## config.mk

```make
export PLATFORM = sky130hd
export DESIGN_NAME = operand_loader_flat
export DESIGN_NICKNAME = d
export VERILOG_FILES = /design/src/rtl/operand_loader_pkg.sv /design/src/rtl/operand_loader_if.sv /design/src/rtl/operand_loader_tile_mask.sv /design/src/rtl/operand_loader.sv /design/src/flat_wrapper.sv
export SDC_FILE = /design/constraint.sdc
export NUM_CORES = 1
export LEC_CHECK = 0
export ABC_AREA = 1
export ABC_CLOCK_PERIOD_IN_PS = 5150
export CELL_PAD_IN_SITES_DETAIL_PLACEMENT = 1
export CELL_PAD_IN_SITES_GLOBAL_PLACEMENT = 2
export CORE_UTILIZATION = 26
export DETAILED_ROUTE_END_ITERATION = 8
export PLACE_DENSITY = 0.76
export SETUP_SLACK_MARGIN = 0.4
export SLEW_MARGIN = 20
export SYNTH_ARGS = -nofsm -noshare
export SYNTH_HDL_FRONTEND = slang
export SYNTH_HIERARCHICAL = 1
export SYNTH_SLANG_ARGS = --single-unit
```

## constraint.sdc

```tcl
create_clock -name clk -period 5.15 [get_ports clk]
set_input_delay 1.2875 -clock clk [delete_from_list [all_inputs] [get_ports clk]]
set_output_delay 1.2875 -clock clk [all_outputs]
set_load 0.01 [all_outputs]
```

## src/rtl/operand_loader_pkg.sv

```systemverilog
// operand_loader_pkg: shared widths and one-hot loader state encoding
package operand_loader_pkg;
  localparam int DATA_W = 8;
  localparam int TILE = 4;
  localparam int ADDR_W = 8;
  localparam int LOC_W = 4;
  localparam int GLB_W = 4;
  localparam int DIM_W = 4;
  localparam int WORD_W = TILE * DATA_W;
  localparam int TILE_W = TILE * WORD_W;
  localparam int IDX_W = GLB_W + 2;
  typedef enum logic [3:0] {
    IDLE  = 4'b0001,
    FETCH = 4'b0010,
    DRAIN = 4'b0100,
    DONE  = 4'b1000
  } state_t;
endpackage

```

## src/rtl/operand_loader_if.sv

```systemverilog
// operand_loader_if: operand SRAM read port (en/addr out, rdata one cycle later)
interface operand_loader_if;
  import operand_loader_pkg::*;
  logic en;
  logic [ADDR_W-1:0] addr;
  logic [WORD_W-1:0] rdata;
  modport master(output en, addr, input rdata);
  modport slave(input en, addr, output rdata);
endinterface

```

## src/rtl/operand_loader_tile_mask.sv

```systemverilog
// operand_loader_tile_mask: zero bytes beyond the m/n bound and words beyond k
module operand_loader_tile_mask
  import operand_loader_pkg::*;
(
  input  logic [WORD_W-1:0] word,
  input  logic [GLB_W-1:0]  blk,
  input  logic [LOC_W-1:0]  loc,
  input  logic [1:0]        j,
  input  logic [DIM_W-1:0]  bound,
  input  logic [DIM_W-1:0]  k,
  output logic [WORD_W-1:0] masked
);
  logic k_ok;
  assign k_ok = {loc, j} < IDX_W'(k);
  for (genvar r = 0; r < TILE; r++) begin : g_byte
    assign masked[r*DATA_W +: DATA_W] = (k_ok && {blk, 2'(r)} < IDX_W'(bound)) ? word[r*DATA_W +: DATA_W] : '0;
  end
endmodule

```

## src/rtl/operand_loader.sv

```systemverilog
// operand_loader: fetch one masked 4x4 A or B tile per controller command
module operand_loader
  import operand_loader_pkg::*;
(
  input  logic               clk,
  input  logic               reset,
  input  logic               dp_cnt_rst,
  input  logic               cmd_read_a,
  input  logic               cmd_read_b,
  input  logic [DIM_W-1:0]   m,
  input  logic [DIM_W-1:0]   n,
  input  logic [DIM_W-1:0]   k,
  input  logic [LOC_W-1:0]   blk_local_idx,
  input  logic [GLB_W-1:0]   a_blk_idx,
  input  logic [GLB_W-1:0]   b_blk_idx,
  operand_loader_if.master   a_mem,
  operand_loader_if.master   b_mem,
  output logic [TILE_W-1:0]  a_tile,
  output logic [TILE_W-1:0]  b_tile,
  output logic               int_read_a,
  output logic               int_read_b
);
  state_t state;
  logic sel, en_a, en_b, rv;
  logic [1:0] cnt, ri;
  logic [ADDR_W-1:0] addr;
  logic [DIM_W-1:0] bound_l, k_l;
  logic [GLB_W-1:0] blk_l, blk_in;
  logic [LOC_W-1:0] loc_l;
  logic [WORD_W-1:0] masked;
  assign blk_in = cmd_read_a ? a_blk_idx : b_blk_idx;
  assign a_mem.en = en_a;
  assign b_mem.en = en_b;
  assign a_mem.addr = addr;
  assign b_mem.addr = addr;
  operand_loader_tile_mask u_mask (
    .word  (sel ? b_mem.rdata : a_mem.rdata),
    .blk   (blk_l),
    .loc   (loc_l),
    .j     (ri),
    .bound (bound_l),
    .k     (k_l),
    .masked
  );
  always_ff @(posedge clk) begin
    if (reset) begin
      state <= IDLE;
      sel <= 1'b0;
      en_a <= 1'b0;
      en_b <= 1'b0;
      rv <= 1'b0;
      cnt <= '0;
      ri <= '0;
      addr <= '0;
      bound_l <= '0;
      k_l <= '0;
      blk_l <= '0;
      loc_l <= '0;
      a_tile <= '0;
      b_tile <= '0;
      int_read_a <= 1'b0;
      int_read_b <= 1'b0;
    end else begin
      rv <= en_a | en_b;
      ri <= cnt;
      int_read_a <= 1'b0;
      int_read_b <= 1'b0;
      if (rv && sel) b_tile[ri*WORD_W +: WORD_W] <= masked;
      if (rv && !sel) a_tile[ri*WORD_W +: WORD_W] <= masked;
      if (dp_cnt_rst) begin
        state <= IDLE;
        cnt <= '0;
        en_a <= 1'b0;
        en_b <= 1'b0;
        rv <= 1'b0;
      end else begin
        case (state)
          IDLE: if (cmd_read_a || cmd_read_b) begin
            state <= FETCH;
            sel <= !cmd_read_a;
            en_a <= cmd_read_a;
            en_b <= !cmd_read_a;
            cnt <= '0;
            addr <= ADDR_W'(blk_in) * ADDR_W'(k) + ADDR_W'({blk_local_idx, 2'b00});
            bound_l <= cmd_read_a ? m : n;
            k_l <= k;
            blk_l <= blk_in;
            loc_l <= blk_local_idx;
          end
          FETCH: begin
            cnt <= cnt + 2'd1;
            addr <= addr + ADDR_W'(1);
            if (cnt == 2'd3) begin
              state <= DRAIN;
              en_a <= 1'b0;
              en_b <= 1'b0;
            end
          end
          DRAIN: begin
            state <= DONE;
            int_read_a <= !sel;
            int_read_b <= sel;
          end
          default: state <= IDLE;
        endcase
      end
    end
  end
endmodule

```

## src/flat_wrapper.sv

```systemverilog
// flat-port wrapper written by rule: the top's interface ports become plain ports
module operand_loader_flat import operand_loader_pkg::*;
  (clk, reset, dp_cnt_rst, cmd_read_a, cmd_read_b, m, n, k, blk_local_idx, a_blk_idx, b_blk_idx, a_tile, b_tile, int_read_a, int_read_b, a_mem_en, a_mem_addr, a_mem_rdata, b_mem_en, b_mem_addr, b_mem_rdata);
  operand_loader_if a_mem_i ();
  operand_loader_if b_mem_i ();
  input  logic clk;
  input  logic reset;
  input  logic dp_cnt_rst;
  input  logic cmd_read_a;
  input  logic cmd_read_b;
  input  logic [DIM_W-1:0] m;
  input  logic [DIM_W-1:0] n;
  input  logic [DIM_W-1:0] k;
  input  logic [LOC_W-1:0] blk_local_idx;
  input  logic [GLB_W-1:0] a_blk_idx;
  input  logic [GLB_W-1:0] b_blk_idx;
  output logic [TILE_W-1:0] a_tile;
  output logic [TILE_W-1:0] b_tile;
  output logic int_read_a;
  output logic int_read_b;
  output wire logic [$bits(a_mem_i.en)-1:0] a_mem_en;
  output wire logic [$bits(a_mem_i.addr)-1:0] a_mem_addr;
  input wire logic [$bits(a_mem_i.rdata)-1:0] a_mem_rdata;
  output wire logic [$bits(b_mem_i.en)-1:0] b_mem_en;
  output wire logic [$bits(b_mem_i.addr)-1:0] b_mem_addr;
  input wire logic [$bits(b_mem_i.rdata)-1:0] b_mem_rdata;
  assign a_mem_en = a_mem_i.en;
  assign a_mem_addr = a_mem_i.addr;
  assign a_mem_i.rdata = a_mem_rdata;
  assign b_mem_en = b_mem_i.en;
  assign b_mem_addr = b_mem_i.addr;
  assign b_mem_i.rdata = b_mem_rdata;
  operand_loader u_core (.clk(clk), .reset(reset), .dp_cnt_rst(dp_cnt_rst), .cmd_read_a(cmd_read_a), .cmd_read_b(cmd_read_b), .m(m), .n(n), .k(k), .blk_local_idx(blk_local_idx), .a_blk_idx(a_blk_idx), .b_blk_idx(b_blk_idx), .a_mem(a_mem_i), .b_mem(b_mem_i), .a_tile(a_tile), .b_tile(b_tile), .int_read_a(int_read_a), .int_read_b(int_read_b));
endmodule
```

==> results.sh <==
export IMPL_die_w_um=229
export IMPL_crit_arrival_ns=4.88
export IMPL_dieArea_um2=52400
export IMPL_nFillCells=6187
export IMPL_ys_seq_elements=294
export IMPL_grt_pass1_vias=13311
export IMPL_end_kind="flop"
export IMPL_post_route_cell_area_um2=18600
export IMPL_avgSynthCellArea_um2=7.22
export IMPL_report_final_slew_viol_count=0
export IMPL_finalSetupTns_ns=0
export IMPL_layout_area_seq_um2=5890
export IMPL_grt_pass1_wl_um=83400
export IMPL_critPathRequiredTime_ns=5.58
export IMPL_sw_frac_of_total_pct=27.5
export IMPL_grt_max_degree=103
export IMPL_area_delta_synth_final_pct=38.9
export IMPL_wl_um=56300
export IMPL_rsz0062_at_grt="no"
export IMPL_met1_usage_pct=26.3
export IMPL_max_cap_violations=0
export IMPL_cts_root_buf="clkbuf_16"
export IMPL_synth_area_leaders="dfxtp_1 44%, nor2_1 10%, nand2_1 7.9%"
export IMPL_post_drt_wl_per_cell_um=19.7
export IMPL_numPortBuffers=368
export IMPL_timing_worst_setup_path_type="input port to flop"
export IMPL_tightest_slew_ns=1.01
export IMPL_synth_ff_type="dfxtp_1"
export IMPL_synth_edf_count=0
export IMPL_switchingPower_mw=1.56
export IMPL_ant_nets=0
export IMPL_skew_ns=0.0302
export IMPL_use_met3_pct=4.12
export IMPL_internal_power_mw=4.13
export IMPL_clk_pin_slew_ns=0.06
export IMPL_ys_types=38
export IMPL_timing_fmax_ghz=0.224
export IMPL_fin_ws_ns=0.692
export IMPL_insertion_delay_ns=0.56
export IMPL_fp_row_count=82
export IMPL_dieHeight_um=229
export IMPL_yosysTopAreaCell="dfxtp_1"
export IMPL_synthesis_instances=1853
export IMPL_synth_seq_area_share_pct=44.0
export IMPL_hpwl_um=40800
export IMPL_antenna_found_initial=1
export IMPL_drtIter0Drc=688
export IMPL_combPwrFrac_pct=13.5
export IMPL_routabilityCongestion=0.820
export IMPL_core_um2=50500
export IMPL_syn_num_nets=1978
export IMPL_vdd_ir_drop_max_v=0.000181
export IMPL_grt_use_total_pct=21.1
export IMPL_hold_path_class="flop to flop"
export IMPL_ys_top_cells_by_count="360 x nor2_1, 294 x dfxtp_1, 281 x nand2_1, 221 x inv_1, 179 x o21ai_0"
export IMPL_clkPwrFrac_pct=45.3
export IMPL_seqPwrFrac_pct=41.3
export IMPL_cts_tree="done"
export IMPL_synthArstFlopShare_pct=0
export IMPL_multi_input_area_um2=5950
export IMPL_cts_inserted_buffers=37
export IMPL_hold_viol_final=0
export IMPL_nNetsFinal=2285
export IMPL_min_period_ns=4.46
export IMPL_htree_levels=2
export IMPL_synthMostInstantiatedCell="nor2_1"
export IMPL_power_leakage_nw=7.43
export IMPL_diodes=0
export IMPL_syn_cell_area_um2=13400
export IMPL_place_area_um2=17400
export IMPL_drive_gt1_share_pct=6.90
export IMPL_synth_top_area_share_pct=44.0
export IMPL_via_per_inst=4.57
export IMPL_cts_sinks=294
export IMPL_cts_path_max_buffers=3
export IMPL_max_slew_margin_pct=32.6
export IMPL_ios=369
export IMPL_worstSetupStartpointType="input port"
export IMPL_drc=0
export IMPL_finalSetupViolations=0
export IMPL_via_count=13060
export IMPL_grt_busiest_layer="met2"
export IMPL_ys_warn_count=6
export IMPL_use_met2_pct=36.1
export IMPL_fin_crit_sh_pct=86.6
export IMPL_fin_total_pwr_mw=5.69
export IMPL_outcome="completed"
export IMPL_p_per_area_nw_per_um2=306
export IMPL_grt_overflow_total=0
export IMPL_path_max_fanout=2
export IMPL_place_ws_ns=-0.155
export IMPL_start_util_pct=26.5
export IMPL_dr_pass1_iters=4
-- layer usage --
metal / vias up / share of wire [%]
met1: 6239 / 44
li1: 6432 / -
met3: 79 / 5.0
met4: 0 / 3.2
met5: - / 0
met2: 310 / 48
-- critical path: stages --
cell and delay, ns:
clkdlybuf4s50_1 0.46, inv_1 0.04, nand2_1 0.04, o21ai_1 0.09, or2_4 0.25, fa_1 0.51, fa_1 0.59, fa_1 0.42
inv_1 0.07, ha_1 0.16, inv_1 0.06, fa_1 0.38, inv_1 0.08, nand3_1 0.06, nand2_1 0.09, nand2_1 0.05
nand2_1 0.05, nor2_1 0.05, nor2_1 0.10, nor2_1 0.05
-- power groups by stage --
stage                     sequential [mW]  clock, mW  combinational, mW
after detailed placement             2.40          0              0.778
final                                2.35       2.58              0.766
after global placement               2.40          0              0.762
after floorplan                      2.39          0              0.449
after CTS                            2.35       2.66              0.781
after global routing                 2.35       2.74              0.843
-- layout make-up --
| cell class | count | area share (%) |
|---|---|---|
| Inverter | 231 | 4.74 |
| Clock buffer | 59 | 6.02 |
| Clock inverter | 7 | 0.478 |
| Timing Repair Buffer | 385 | 20.6 |
| Multi-Input combinational cell | 1211 | 32.0 |
| Sequential cell | 294 | 31.7 |
| Tap cell | 672 | 4.52 |
-- cells in the final DEF (no fill, tap or decap), drive strengths merged, types with 2 or more instances in the layout --
cell and instances:
mux2i 7, nand3 58, buf 18, or2 5, o21bai 2, nor3 46, inv 231, o21ai 244
fa 9, clkbuf 59, clkdlybuf4s50 366, nor2 374, nand2 292, dfxtp 294, clkinv 5, a21oi 147
ha 23
-- sequential cells by signal, indices dropped and copies added, names as in the netlist --
signal,cells
u_core/state,4
u_core/rv,1
u_core/int_read_a,1
u_core/a_tile,128
u_core/sel,1
u_core/a_mem.en,1
u_core/b_mem.en,1
u_core/cnt,2
u_core/int_read_b,1
u_core/a_mem.addr,8
u_core/b_tile,128
u_core/bound_l,4
u_core/loc_l,4
u_core/ri,2
u_core/k_l,4
u_core/blk_l,4
-- final timing paths --
path / startpoint / endpoint / slack, ns / cells past startpoint
worst max-delay path: a_blk_idx[0] / u_core/a_mem.addr[7] / 0.69 / 20
worst min-delay path: u_core/cnt[1] / u_core/ri[1] / 0.44 / 2
worst max register to register: u_core/ri[0] / u_core/b_tile[82] / 1.91 / 8
worst min register to register: u_core/cnt[1] / u_core/ri[1] / 0.44 / 2
-- per-stage QoR --
stage | util [%] | cells | hold slack, ns
finish | 36.8 | 2859 | 0.439
global route | 36.8 | 2859 | 0.466
CTS | 36.8 | 2859 | 0.445
detailed placement | 34.4 | 2793 | 0.439
global placement | 34.4 | 2793 | 0.431
floorplan | - | 1853 | 0.421
-- cells by family after synthesis --
group / share of synthesized area, %
muxes: 0.524
DFF: 44.0
buffers and inverters: 11.5
and+or+nand+nor: 25.2
adders and majority gates: 3.50
AOI/OAI and AO/OA: 15.2
-- timing repair --
item,4_1_cts,5_1_grt
setup buffers,0,0
setup endpoints to repair,0,3
hold buffers,0,0
gates resized for setup,0,3
No activity file was read; power rests on OpenSTA's default activity.
